===== src/rtl/uart_rx_if.sv =====
`timescale 1ns/1ps
`default_nettype none
// ============================================================================
// Module      : uart_rx_if
// Description : Valid/ready byte channel carrying received UART bytes.
//               master : producer side (drives data/valid, observes ready)
//               slave  : consumer side (observes data/valid, drives ready)
//   data  [7:0]  received byte, stable while valid is high
//   valid        data holds an unconsumed byte
//   ready        consumer accepts data on any cycle where valid && ready
// Revision    : 1.0  initial release
// ============================================================================
interface uart_rx_if;
    logic [7:0] data;
    logic       valid;
    logic       ready;

    modport master (
        output data,
        output valid,
        input  ready
    );

    modport slave (
        input  data,
        input  valid,
        output ready
    );
endinterface
`default_nettype wire


===== src/rtl/uart_rx.sv =====
`timescale 1ns/1ps
`default_nettype none
// ============================================================================
// Module      : uart_rx
// Description : 8N1 UART receiver, LSB first. Synchronises rx, finds the
//               start bit, samples every bit at its centre, checks the stop
//               bit and delivers each good byte into a valid/ready holding
//               register.
//   CLKS_PER_BIT  clock cycles per serial bit (4..65535)
//   clk           sole clock, rising edge
//   rst_n         asynchronous active-low reset
//   rx            asynchronous serial input, idles high
//   out_if        valid/ready byte output (master modport)
//   frame_err     one-cycle pulse: stop bit low, byte discarded
//   overrun       one-cycle pulse: good byte while holding register full and
//                 not being read, new byte discarded
// Revision    : 1.0  initial release
// ============================================================================
module uart_rx #(
    parameter int CLKS_PER_BIT = 16
) (
    input  wire logic   clk,
    input  wire logic   rst_n,
    input  wire logic   rx,
    uart_rx_if.master   out_if,
    output logic        frame_err,
    output logic        overrun
);

    localparam logic [15:0] c_half_last = 16'(CLKS_PER_BIT / 2 - 1);
    localparam logic [15:0] c_bit_last  = 16'(CLKS_PER_BIT - 1);

    typedef enum logic [1:0] {
        IDLE  = 2'd0,
        START = 2'd1,
        DATA  = 2'd2,
        STOP  = 2'd3
    } state_t;

    state_t      state_q,     state_d;
    logic        s1_q,        s1_d;
    logic        s2_q,        s2_d;
    logic        s2_prev_q,   s2_prev_d;
    logic [15:0] cnt_q,       cnt_d;
    logic [2:0]  bit_idx_q,   bit_idx_d;
    logic [7:0]  shift_q,     shift_d;
    logic [7:0]  data_q,      data_d;
    logic        valid_q,     valid_d;
    logic        frame_err_q, frame_err_d;
    logic        overrun_q,   overrun_d;

    always_comb begin
        s1_d        = rx;
        s2_d        = s1_q;
        s2_prev_d   = s2_q;
        state_d     = state_q;
        cnt_d       = cnt_q;
        bit_idx_d   = bit_idx_q;
        shift_d     = shift_q;
        data_d      = data_q;
        valid_d     = valid_q;
        frame_err_d = 1'b0;
        overrun_d   = 1'b0;

        // Consume; a load on the same edge (below) overrides this.
        if (valid_q && out_if.ready) begin
            valid_d = 1'b0;
        end

        case (state_q)
            IDLE: begin
                // Edge-triggered so a held-low break cannot retrigger.
                if (s2_prev_q && !s2_q) begin
                    state_d = START;
                    cnt_d   = 16'd0;
                end
            end

            START: begin
                if (cnt_q == c_half_last) begin
                    cnt_d = 16'd0;
                    if (s2_q) begin
                        state_d = IDLE;          // too short: a glitch
                    end else begin
                        state_d   = DATA;
                        bit_idx_d = 3'd0;
                    end
                end else begin
                    cnt_d = cnt_q + 16'd1;
                end
            end

            DATA: begin
                if (cnt_q == c_bit_last) begin
                    cnt_d             = 16'd0;
                    shift_d[bit_idx_q] = s2_q;
                    if (bit_idx_q == 3'd7) begin
                        state_d = STOP;
                    end else begin
                        bit_idx_d = bit_idx_q + 3'd1;
                    end
                end else begin
                    cnt_d = cnt_q + 16'd1;
                end
            end

            STOP: begin
                if (cnt_q == c_bit_last) begin
                    // Back to IDLE at the stop centre so a start bit half a
                    // bit later is still caught.
                    cnt_d   = 16'd0;
                    state_d = IDLE;
                    if (!s2_q) begin
                        frame_err_d = 1'b1;
                    end else if (!valid_q || out_if.ready) begin
                        data_d  = shift_q;
                        valid_d = 1'b1;
                    end else begin
                        overrun_d = 1'b1;
                    end
                end else begin
                    cnt_d = cnt_q + 16'd1;
                end
            end

            default: begin
                state_d = IDLE;
            end
        endcase
    end

    always_ff @(posedge clk or negedge rst_n) begin
        if (!rst_n) begin
            s1_q        <= 1'b1;
            s2_q        <= 1'b1;
            s2_prev_q   <= 1'b1;
            state_q     <= IDLE;
            cnt_q       <= 16'd0;
            bit_idx_q   <= 3'd0;
            shift_q     <= 8'h00;
            data_q      <= 8'h00;
            valid_q     <= 1'b0;
            frame_err_q <= 1'b0;
            overrun_q   <= 1'b0;
        end else begin
            s1_q        <= s1_d;
            s2_q        <= s2_d;
            s2_prev_q   <= s2_prev_d;
            state_q     <= state_d;
            cnt_q       <= cnt_d;
            bit_idx_q   <= bit_idx_d;
            shift_q     <= shift_d;
            data_q      <= data_d;
            valid_q     <= valid_d;
            frame_err_q <= frame_err_d;
            overrun_q   <= overrun_d;
        end
    end

    assign out_if.data  = data_q;
    assign out_if.valid = valid_q;
    assign frame_err    = frame_err_q;
    assign overrun      = overrun_q;

endmodule
`default_nettype wire


===== src/flat_wrapper.sv =====
// flat-port wrapper written by rule: the top's interface ports become plain ports
module uart_rx_flat 
#(
    parameter int CLKS_PER_BIT = 16
)
  (clk, rst_n, rx, frame_err, overrun, out_if_data, out_if_valid, out_if_ready);
  uart_rx_if out_if_i ();
  input  wire logic clk;
  input  wire logic rst_n;
  input  wire logic rx;
  output logic frame_err;
  output logic overrun;
  output wire logic [$bits(out_if_i.data)-1:0] out_if_data;
  output wire logic [$bits(out_if_i.valid)-1:0] out_if_valid;
  input wire logic [$bits(out_if_i.ready)-1:0] out_if_ready;
  assign out_if_data = out_if_i.data;
  assign out_if_valid = out_if_i.valid;
  assign out_if_i.ready = out_if_ready;
  uart_rx #(.CLKS_PER_BIT(CLKS_PER_BIT)) u_core (.clk(clk), .rst_n(rst_n), .rx(rx), .out_if(out_if_i), .frame_err(frame_err), .overrun(overrun));
endmodule

===== config.mk =====
export PLATFORM = sky130hd
export DESIGN_NAME = uart_rx_flat
export DESIGN_NICKNAME = d
export VERILOG_FILES = /design/src/rtl/uart_rx_if.sv /design/src/rtl/uart_rx.sv /design/src/flat_wrapper.sv
export SDC_FILE = /design/constraint.sdc
export NUM_CORES = 1
export LEC_CHECK = 0
export CAP_MARGIN = 20
export CORE_ASPECT_RATIO = 0.75
export CORE_UTILIZATION = 55
export CTS_BUF_LIST = sky130_fd_sc_hd__clkbuf_8
export DETAILED_ROUTE_END_ITERATION = 10
export PLACE_DENSITY_LB_ADDON = 0.25
export SLEW_MARGIN = 20
export SYNTH_ARGS = -nofsm -noshare
export SYNTH_HDL_FRONTEND = slang
export SYNTH_SLANG_ARGS = --single-unit

===== constraint.sdc =====
create_clock -name clk -period 6.6 [get_ports clk]
set_input_delay 0.66 -clock clk [delete_from_list [all_inputs] [get_ports clk]]
set_output_delay 0.66 -clock clk [all_outputs]
set_load 0.03 [all_outputs]

**Word level (Yosys, flattened, before mapping)**

Index checks and enable logic that the tools add are counted.
Widths: inputs -> output; s select.

- Add/subtract/negate cells: 2
- Magnitude comparators: 2
- Eq/ne operators: 13
- Mux-type cells: 31
- Reduce and logical (&&, ||, !) cells: 13

Operators with widths:

| kind | number |
|---|---|
| $mux 16 | 3 |
| $pmux 16 s3 | 1 |
| $add 16x1->16 const B | 1 |
| $eq 16x3->1 const B | 1 |
| $eq 16x4->1 const B | 1 |
| $mux 1 | 13 |
| $mux 2 | 6 |
| $mux 3 | 4 |
| $ne 2x1->1 const B | 5 |
| $reduce_and 5->1 | 2 |
| $bwmux 8 | 1 |
| $pmux 2 s4 | 1 |
| $pmux 3 s2 | 1 |
| $eq 2x2->1 const B | 2 |
| $lt 3x4->1 const B | 1 |
| $ne 2x2->1 const B | 2 |
| $reduce_and 4->1 | 1 |
| $add 3x1->3 const B | 1 |
| $demux 1 s3 | 1 |
| $eq 3x3->1 const B | 1 |
| $ge 3x1->1 const B | 1 |
| $logic_and 1x1->1 | 3 |
| $eq 2x1->1 const B | 1 |
| $logic_not 1->1 | 2 |
| 5 further kinds | 5 |

- Register bits after elaboration: 43
- Bits of input ports: 4

**Depth between registers and ports, before layout**

Gate-level depths: netlist of the first run.

- Depth in word-level cells: 6
- Gate-level depth with buffers: 8
- Gate-level depth less buffers: 6

**Least setup slack after synthesis of the first run**

No wires, ideal clock.

- Path kind: register to register
- Start point: register u_core.cnt_q[12]
- End point: register u_core.bit_idx_q[0]
- Data arrival time: 2.256 ns
- Required time: 6.520 ns
- Slack: 4.264 ns
- Cell stages (with the launch flop): 7
- Path buffers: 1
- Clock period less this slack: 2.336 ns
- Cell sequence: dfrtp_1 > or4_4 > buf_6 > or4_4 > nor2_4 > or4b_1 > o211ai_2

- Word-level cells in the longest chain between the ends: 3
- Elaborated cells between the ends (all ways): 5
- Classes of those cells: 4 x eq/ne; 1 x reduce/logical

RTL lines:

| what | RTL line | source |
|---|---|---|
| start, declared | uart_rx.sv:44 | `logic [15:0] cnt_q, cnt_d;` |
| start signal, assigned | uart_rx.sv:150 | `cnt_q <= cnt_d;` |
| $eq 16x4->1 or $eq 16x3->1 (tied branches) | uart_rx.sv:94, uart_rx.sv:80 |  |
| $ne 2x1->1 (no line) | n/a |  |
| $reduce_and 5->1 (no line) * | n/a |  |
| end signal, assigned | uart_rx.sv:151 | `bit_idx_q <= bit_idx_d;` |
| end, declared | uart_rx.sv:45 | `logic [2:0] bit_idx_q, bit_idx_d;` |

Mark *: on every way between the ends. The rest lies on a longest branch, timed or not.
A chain may end at the register's enable or synchronous reset.

**Worst setup path after layout of the first run**

- Start point: register u_core.cnt_q[9]
- End point: register u_core.data_q[2] (netlist: u_core.out_if.data[2])

- Word-level cells in the longest chain between the ends: 2

RTL lines:

| what | RTL line | source |
|---|---|---|
| $eq 16x4->1 | uart_rx.sv:108 | `if (cnt_q == c_bit_last) begin` |
| $reduce_and 4->1 (no line) | n/a |  |
| end signal, assigned | uart_rx.sv:153 | `data_q <= data_d;` |
| end, declared | uart_rx.sv:47 | `logic [7:0] data_q, data_d;` |

No other way between the ends.

==> impl_metrics.py, run 1 <==
metrics = {
    "status": {
        "status": "finished, final reports clean",
    },
    "logic_synthesis": {
        "seq_area_frac_synth": 0.495,
        "synth_edf_count": 0,
        "syn_nets": 219,
        "async_flop_share": 1.00,
        "synth_top_area_frac": 0.458,
        "yosysWarnings": 0,
        "yosys.area.top_type": "dfrtp_1",
        "ys_types": 47,
        "synth.area.top_cells": "dfrtp_1, mux2_2, ha_1, nand2_1, dfstp_2",
        "synthTopCellsByCount": "dfrtp_1, nand2_1, nand3_1",
        "synth_most_common_cell": "dfrtp_1",
        "synth_area_per_cell_um2": 10.5,
        "ys_seq_elements": 43,
        "syn-instance-count": 208,
        "syn_area_um2": 2180,
        "ys.flop_type": "dfrtp_1",
    },
    "grt": {
        "overflow": 0,
        "grt_pass1_vias": 1500,
        "use_met3": 0.0539,
        "grt_use_total": 0.227,
        "antenna_found_initial": 0,
        "grt_pass1_wl_um": 7130,
        "met1_usage": 0.326,
        "grt_max_degree": 44,
        "grt_util_met2": 0.345,
        "busiest_layer": "met2",
    },
    "clocking": {
        "clk_path_buf_depth": 2,
        "clk_latency_ns": 0.29,
        "clk_pin_slew_ns": 0.08,
        "cts_resized": 0,
        "holdBufCountCts": 0,
        "h-tree-depth": 2,
        "post_cts_buffers": 0,
        "numCtsBuffers": 5,
        "clockRootBuffer": "clkbuf_8",
        "cts_sinks": 43,
        "cts_tree": "done",
    },
    "final_layout": {
        "antenna-diode-count": 0,
        "fill_cells": 306,
        "syn_to_final_growth_pct": 11.6,
        "nets": 230,
        "post-route-util": 0.653,
        "ff_latch_area_um2": 1080,
        "drive_above_1_share": 0.150,
        "multi_input_area_um2": 1030,
    },
    "sta": {
        "slew_viol_final": 0,
        "finalHoldViolCount": 0,
        "tns_ns": 0,
        "min_period_over_period": 0.383,
        "final-setup-viol-count": 0,
        "rsz0062_at_grt": "no",
        "fin_skew_ns": 0.00802,
        "maxSlewHeadroom": 0.384,
        "fmax_ghz": 0.395,
        "period_needed_ns": 2.53,
        "worst_pin_slew_ns": 0.925,
    },
    "route": {
        "ant_nets": 0,
        "first_pass_iters": 4,
        "wirelength_um": 4180,
        "drt_iter0_drc": 159,
        "drcViolationCount": 0,
        "num_vias": 1586,
        "wl_per_cell_um": 15.4,
        "via_per_inst": 5.83,
    },
    "setup_path": {
        "r2r-end": "u_core.out_if.data[2]$_DFFE_PN0P_",
        "cp.required_ns": 6.78,
        "setup.worst_path.class": "flip-flop to flip-flop",
        "endpoint": "u_core.out_if.data[2]$_DFFE_PN0P_",
        "r2r-start": "u_core.cnt_q[9]$_DFFE_PN0N_",
        "worstPathArrival_ns": 2.71,
        "worstPathCellList": "or4_1, nor4_2, and4_1, mux2_2",
        "start_kind": "flip-flop",
        "slowest_delay_ns": 0.67,
        "rrSetupSlack_ns": 4.07,
        "r2r_cells": 4,
        "cp-startpoint": "u_core.cnt_q[9]$_DFFE_PN0N_",
        "worst_path_max_delay_cell": "or4_1",
        "critPathMaxFanout": 8,
        "end_kind": "flip-flop",
    },
    "floorplan": {
        "die_area_um2": 4230,
        "core_um2": 3730,
        "start_util": 0.585,
        "num_rows": 19,
        "die_h_um": 56.6,
        "ios": 15,
        "die_w_um": 74.8,
    },
    "placement": {
        "gp_congestion": 0.867,
        "io_buffer_count": 14,
        "dpl.hpwl_um": 3040,
    },
    "flow_run": {
        "max_cap_violations": 0,
    },
    "power_and_ir_drop": {
        "leakage_nw": 1.11,
        "powerDensity_nw_per_um2": 264,
        "ir_drop_v": 0.000220,
    },
    "hold_path": {
        "hold_path.class": "flip-flop to flip-flop",
    },
}
==> critical path, delay by kind of cell, from the launching register on <==
family / cells / cell delay, ns
mux: 1 / 0.39
flops: 1 / 0.43
simple gates: 3 / 1.59
==> area by class of cell <==
cell class,count,share of cell area
Clock inverter,3,0.00668
Clock buffer,5,0.0282
Tap cell,52,0.0267
Multi-Input combinational cell,145,0.421
Inverter,8,0.0123
Timing Repair Buffer,16,0.0616
Sequential cell,43,0.443
==> stage by stage <==
stage	total power, mW	cells	hold WS (ns)	cell area (µm²)	setup WS, ns
2_1_floorplan	0.436	208	0.345	2180	4.26
3_3_place_gp	0.476	264	0.350	2350	4.16
3_5_place_dp	0.486	264	0.357	2350	4.09
4_1_cts	0.646	272	0.371	2440	4.07
5_1_grt	0.680	272	0.380	2440	3.94
6_report	0.643	272	0.367	2440	4.07
==> metal layers <==
metal / share of wire / up-vias
met1: 0.48 / 761
met2: 0.47 / 35
met3: 0.041 / 7
met5: 0 / -
li1: - / 783
met4: 0.0098 / 0
==> power breakdown <==
part           internal (mW)  switching (mW)
combinational         0.0688           0.117
clock                 0.0724          0.0876
sequential             0.278          0.0188
total                  0.420           0.224
==> flip-flops by register name, summed over array words and instances (netlist names), named ones only <==
register             cells
u_core.frame_err         1
u_core.s2_prev_q         1
u_core.shift_q           8
u_core.out_if.data       8
u_core.cnt_q            16
u_core.overrun           1
u_core.s1_q              1
u_core.bit_idx_q         3
u_core.state_q           1
u_core.s2_prev_d         1
u_core.out_if.valid      1
==> cells in the final DEF (no fill, tap or decap), types with 5 or more instances in the layout <==
cell and instances:
a21oi_1 6, dfrtp_1 40, and3_1 5, inv_1 8, ha_1 7, clkbuf_8 5, nand2_1 22, nand3_1 13
mux2_1 5, clkdlybuf4s50_1 13, a31oi_1 10, nor2_1 10, mux2_2 10, o21ai_0 6
==> how the worst min path moves through the flow <==
stage	startpoint	endpoint	depth (start not counted)
floorplan	u_core.s1_q$_DFF_PN1_	u_core.s2_prev_d$_DFF_PN1_	0
global route	u_core.s1_q$_DFF_PN1_	u_core.s2_prev_d$_DFF_PN1_	0
global placement	u_core.s1_q$_DFF_PN1_	u_core.s2_prev_d$_DFF_PN1_	0
finish	u_core.s1_q$_DFF_PN1_	u_core.s2_prev_d$_DFF_PN1_	0
detailed placement	u_core.s1_q$_DFF_PN1_	u_core.s2_prev_d$_DFF_PN1_	0
CTS	u_core.s1_q$_DFF_PN1_	u_core.s2_prev_d$_DFF_PN1_	0
==> kinds of logic (layout without fill, tap and decap cells) <==
logic type,count (synthesis),count (layout),synth area share
buffers and inverters,20,32,0.0390
AOI/OAI and AO/OA,46,46,0.151
DFF,43,43,0.495
and+or+nand+nor,73,73,0.182
muxes,15,15,0.0774
xor gates and xnor gates,4,4,0.0160
adders and majority gates,7,7,0.0401
Power figures use the tool's default switching activity.
==> run 2: changes to the inputs <==
Clock period 6.6 ns to 2.1 ns, I/O delays scaled along.
==> impl_metrics.py, run 2 (synthesis gave the netlist of run 1 again) <==
metrics = {
    "sta": {
        "maxSlewHeadroom": 0.551,
        "period_needed_ns": 2.33,
        "slew_viol_final": 0,
        "min_period_over_period": 1.11,
        "finalHoldViolCount": 0,
        "tns_ns": -4.48,
        "setup_slack_ns": -0.233,
        "worst_pin_slew_ns": 0.666,
        "final-setup-viol-count": 36,
        "fin_skew_ns": 0.0126,
        "fmax_ghz": 0.429,
        "rsz0062_at_grt": "yes",
    },
    "clocking": {
        "clk_path_buf_depth": 2,
        "h-tree-depth": 2,
        "clk_pin_slew_ns": 0.09,
        "numCtsBuffers": 5,
        "cts_tree": "done",
        "cts_sinks": 43,
        "clk_latency_ns": 0.32,
        "clockRootBuffer": "clkbuf_8",
    },
    "floorplan": {
        "die_area_um2": 4230,
        "num_rows": 19,
        "start_util": 0.585,
        "core_um2": 3730,
        "ios": 15,
        "die_w_um": 74.8,
        "die_h_um": 56.6,
    },
    "final_layout": {
        "fin_area_um2": 2940,
        "layout.cells.non_filler": 309,
        "syn_to_final_growth_pct": 34.7,
        "fill_cells": 213,
        "final_common_cell": "dfrtp_1",
        "multi_input_area_um2": 1200,
        "drive_above_1_share": 0.354,
        "mostFrequentLayoutCells": "dfrtp_1, buf_4, nand2_1",
        "largest_reg_flops": 16,
        "nets": 267,
        "antenna-diode-count": 0,
        "ff_latch_area_um2": 1080,
        "max_flop_register": "u_core.cnt_q",
    },
    "grt": {
        "antenna_found_initial": 0,
        "grt_pass1_wl_um": 8670,
        "grt_use_total": 0.281,
        "grt_pass1_vias": 1743,
        "grt_max_degree": 28,
        "overflow": 0,
    },
    "power_and_ir_drop": {
        "ir_drop_v": 0.000985,
        "leakage_nw": 1.33,
        "powerDensity_nw_per_um2": 845,
        "totalPowerFinal_mw": 2.48,
    },
    "route": {
        "wl_per_cell_um": 19.5,
        "wirelength_um": 6030,
        "first_pass_iters": 7,
        "drt_iter0_drc": 213,
        "ant_nets": 0,
        "wl_met3_um": 422,
        "met1_length_um": 2500,
        "via_per_inst": 6.23,
        "drcViolationCount": 0,
        "num_vias": 1925,
        "met2_length_um": 2920,
        "routed.top_layer": "met4",
    },
    "setup_path": {
        "setup.worst_path.class": "flip-flop to flip-flop",
        "worstPathArrival_ns": 2.54,
        "critPathMaxFanout": 8,
        "end_kind": "flip-flop",
        "start_kind": "flip-flop",
        "cp.required_ns": 2.30,
    },
    "flow_run": {
        "max_cap_violations": 0,
    },
    "placement": {
        "gp_congestion": 0.831,
        "dpl.hpwl_um": 3610,
        "postPlaceCellArea_um2": 2560,
        "dp_cells": 290,
        "io_buffer_count": 14,
    },
    "status": {
        "status": "complete, but fails checks",
        "violations": "negative setup slack",
    },
    "hold_path": {
        "hold_path.class": "primary input to flip-flop",
    },
}
==> run 2: changes by cell type in the layout (fill, tap and decap cells not counted), sizes merged <==
| cell | previous run | this run |
|---|---|---|
| buf | 3 | 38 |
| clkbuf | 5 | 6 |
| clkinv | 1 | 0 |
| clkinvlp | 1 | 2 |
| dlygate4sd3 | 0 | 1 |
==> run 2: worst max-delay path, stage by stage (launching register included) <==
cell	delay, ns
dfrtp_1	0.39
or4_4	0.62
nor4_4	0.34
buf_4	0.16
and4_1	0.21
buf_6	0.17
mux2_4	0.32
==> run 2: area by class of cell <==
type,count,area share
timing repair buffer,53,0.160
tap,52,0.0221
multi-input combinational,145,0.409
clock inverter,3,0.00809
sequential,43,0.367
clock buffer,5,0.0234
inverter,8,0.0102
==> run 2: metrics by stage <==
stage | worst slack, ns | utilization | hold WS (ns)
finish | -0.233 | 0.788 | 0.302
global route | -0.280 | 0.788 | 0.297
CTS | -0.173 | 0.751 | 0.310
detailed placement | -0.298 | 0.686 | 0.161
global placement | -0.206 | 0.686 | 0.145
floorplan | -0.236 | - | -0.0856
==> run 2: layer usage <==
metal / track usage / vias up
met1: 0.393 / 940
met3: 0.0664 / 25
li1: - / 858
met5: 0 / -
met2: 0.431 / 102
met4: 0.0889 / 0
==> run 2: final timing paths <==
kind,start,to,slack (ns),cells after the start
max in group asynchronous,rst_n,u_core.s2_prev_d$_DFF_PN1_,1.00,3
hold reg to reg,u_core.s1_q$_DFF_PN1_,u_core.s2_prev_d$_DFF_PN1_,0.37,0
hold / removal,rx,u_core.s1_q$_DFF_PN1_,0.30,1
setup / recovery,u_core.cnt_q[13]$_DFFE_PN0N_,u_core.out_if.data[4]$_DFFE_PN0P_,-0.23,6
min in group asynchronous,rst_n,u_core.cnt_q[11]$_DFFE_PN0N_,0.35,2
setup reg to reg,u_core.cnt_q[13]$_DFFE_PN0N_,u_core.out_if.data[4]$_DFFE_PN0P_,-0.23,6
==> run 2: what timing repair did <==
action                                  CTS  global route
buffers inserted                          1             7
hold buffers                              1             0
gates cloned                              0             2
resized for setup                        29             9
endpoints found under the setup margin   30            35
pin swaps                                11             9
hold endpoints to repair                 15             0
==> run 2: power breakdown <==
| part | switching (mW) | internal [mW] | total [mW] |
|---|---|---|---|
| Clock | 0.322 | 0.238 | 0.560 |
| Sequential | 0.0523 | 0.875 | 0.927 |
| Combinational | 0.555 | 0.441 | 0.996 |
==> run 3: changes to the inputs <==
Settings changed: ABC_CLOCK_PERIOD_IN_PS from default to 2100, CORE_MARGIN from default to 3, TNS_END_PERCENT from default to 10.
==> impl_metrics.py, run 3 (synthesis gave the netlist of run 1 again) <==
metrics = {
    "status": {
        "status": "complete, but fails checks",
        "violations": "negative setup slack",
    },
    "setup_path": {
        "start_kind": "flip-flop",
        "r2r_cells": 5,
        "r2r-end": "u_core.shift_q[2]$_DFFE_PN0P_",
        "r2r-start": "u_core.cnt_q[15]$_DFFE_PN0N_",
        "setup.worst_path.class": "flip-flop to flip-flop",
        "critPathMaxFanout": 5,
        "cp.required_ns": 2.29,
        "worstPathArrival_ns": 2.53,
        "rrSetupSlack_ns": -0.24,
        "end_kind": "flip-flop",
    },
    "floorplan": {
        "die_h_um": 60.6,
        "ios": 15,
        "num_rows": 19,
        "die_area_um2": 4770,
        "start_util": 0.585,
        "core_um2": 3730,
        "die_w_um": 78.8,
    },
    "sta": {
        "setup_slack_ns": -0.237,
        "worst_pin_slew_ns": 0.595,
        "fmax_ghz": 0.428,
        "maxSlewHeadroom": 0.600,
        "fin_skew_ns": 0.0111,
        "min_period_over_period": 1.11,
        "slew_viol_final": 0,
        "rsz0062_at_grt": "yes",
        "period_needed_ns": 2.34,
        "finalHoldViolCount": 0,
        "final-setup-viol-count": 37,
    },
    "placement": {
        "dpl.hpwl_um": 3530,
        "gp_congestion": 0.880,
        "postPlaceCellArea_um2": 2570,
        "io_buffer_count": 14,
    },
    "route": {
        "drcViolationCount": 0,
        "wirelength_um": 5210,
        "drt_iter0_drc": 107,
        "first_pass_iters": 4,
        "wl_per_cell_um": 17.1,
        "ant_nets": 0,
        "num_vias": 1820,
        "via_per_inst": 5.99,
    },
    "clocking": {
        "cts_sinks": 43,
        "clk_pin_slew_ns": 0.09,
        "h-tree-depth": 2,
        "cts_tree": "done",
        "clockRootBuffer": "clkbuf_8",
        "numCtsBuffers": 5,
        "clk_path_buf_depth": 2,
        "clk_latency_ns": 0.31,
    },
    "final_layout": {
        "syn_to_final_growth_pct": 30.2,
        "antenna-diode-count": 0,
        "nets": 262,
        "final_common_cell": "dfrtp_1",
        "drive_above_1_share": 0.321,
        "post-route-util": 0.762,
        "max_flop_register": "u_core.cnt_q",
        "fin_area_um2": 2840,
        "mostFrequentLayoutCells": "dfrtp_1, buf_4, nand2_1",
        "largest_reg_flops": 16,
    },
    "hold_path": {
        "hold_path.startpoint": "rx",
        "worst_hold_path.endpoint": "u_core.s1_q$_DFF_PN1_",
        "min_path_cells": 1,
        "hold_path.class": "primary input to flip-flop",
    },
    "grt": {
        "grt_max_degree": 25,
        "grt_pass1_vias": 1794,
        "grt_use_total": 0.239,
        "antenna_found_initial": 0,
        "overflow": 0,
        "grt_pass1_wl_um": 8690,
    },
    "power_and_ir_drop": {
        "powerDensity_nw_per_um2": 836,
        "leakage_nw": 1.31,
        "ir_drop_v": 0.00104,
    },
    "flow_run": {
        "max_cap_violations": 0,
    },
}
[run 3: cell types whose count changed in the layout (fill, tap and decap cells not counted), sizes merged]
cell	previous run	this run
buf	38	34
bufinv	0	1
clkbuf	6	5
clkinv	0	2
clkinvlp	2	0
inv	9	8
[run 3: power breakdown]
group | internal (mW) | switching, mW
clock network | 0.354 | 0.298
logic | 0.340 | 0.465
registers | 0.875 | 0.0426
total | 1.57 | 0.806
[run 3: worst max-delay path, stage by stage, from the launching register on]
cell	delay, ns
dfrtp_1	0.39
or4_4	0.59
nor4_4	0.38
nand3b_1	0.27
nor3b_2	0.27
mux2_4	0.32
[run 3: worst max path at each step]
| stage | startpoint | endpoint | slack (ns) | cells past startpoint |
|---|---|---|---|---|
| 2_1_floorplan | u_core.cnt_q[12]$_DFFE_PN0N_ | u_core.bit_idx_q[0]$_DFFE_PN0P_ | -0.24 | 6 |
| 3_3_place_gp | u_core.cnt_q[9]$_DFFE_PN0N_ | u_core.shift_q[2]$_DFFE_PN0P_ | -0.21 | 5 |
| 3_5_place_dp | u_core.cnt_q[9]$_DFFE_PN0N_ | u_core.shift_q[2]$_DFFE_PN0P_ | -0.30 | 5 |
| 4_1_cts | u_core.cnt_q[6]$_DFFE_PN0N_ | u_core.shift_q[1]$_DFFE_PN0P_ | -0.17 | 5 |
| 5_1_grt | u_core.cnt_q[15]$_DFFE_PN0N_ | u_core.shift_q[2]$_DFFE_PN0P_ | -0.33 | 5 |
| 6_report | u_core.cnt_q[15]$_DFFE_PN0N_ | u_core.shift_q[2]$_DFFE_PN0P_ | -0.24 | 5 |
[run 3: final cells by class]
cell class                      count  area, µm²
Clock buffer                        5       68.8
Clock inverter                      3       43.8
Fill cell                         242        890
Inverter                            8       30.0
Multi-Input combinational cell    145       1150
Sequential cell                    43       1080
Tap cell                           52       65.1
Timing Repair Buffer               48        409
[run 3: what timing repair did]
item	CTS	global route
pin swaps	7	4
hold buffers	1	0
resized for setup	24	2
hold endpoints to repair	13	0
setup endpoints to repair	29	34
setup buffers	2	2
[run 3: layer usage]
| metal | track usage | vias up | part of all wire |
|---|---|---|---|
| li1 | - | 848 | - |
| met1 | 0.332 | 893 | 0.46 |
| met2 | 0.362 | 64 | 0.46 |
| met3 | 0.0564 | 15 | 0.057 |
| met4 | 0.107 | 0 | 0.024 |
| met5 | 0 | - | 0 |
[run 3: through the flow]
| stage | setup slack, ns | power (mW) | hold slack (ns) | instances | TNS [ns] |
|---|---|---|---|---|---|
| CTS | -0.168 | 2.36 | 0.307 | 302 | -1.93 |
| global route | -0.334 | 2.51 | 0.308 | 304 | -6.64 |
| detailed placement | -0.296 | 1.68 | 0.120 | 291 | -4.05 |
| global placement | -0.210 | 1.63 | 0.117 | 291 | -2.72 |
| floorplan | -0.236 | 1.37 | -0.0856 | 208 | -3.23 |
| finish | -0.237 | 2.38 | 0.306 | 304 | -3.89 |
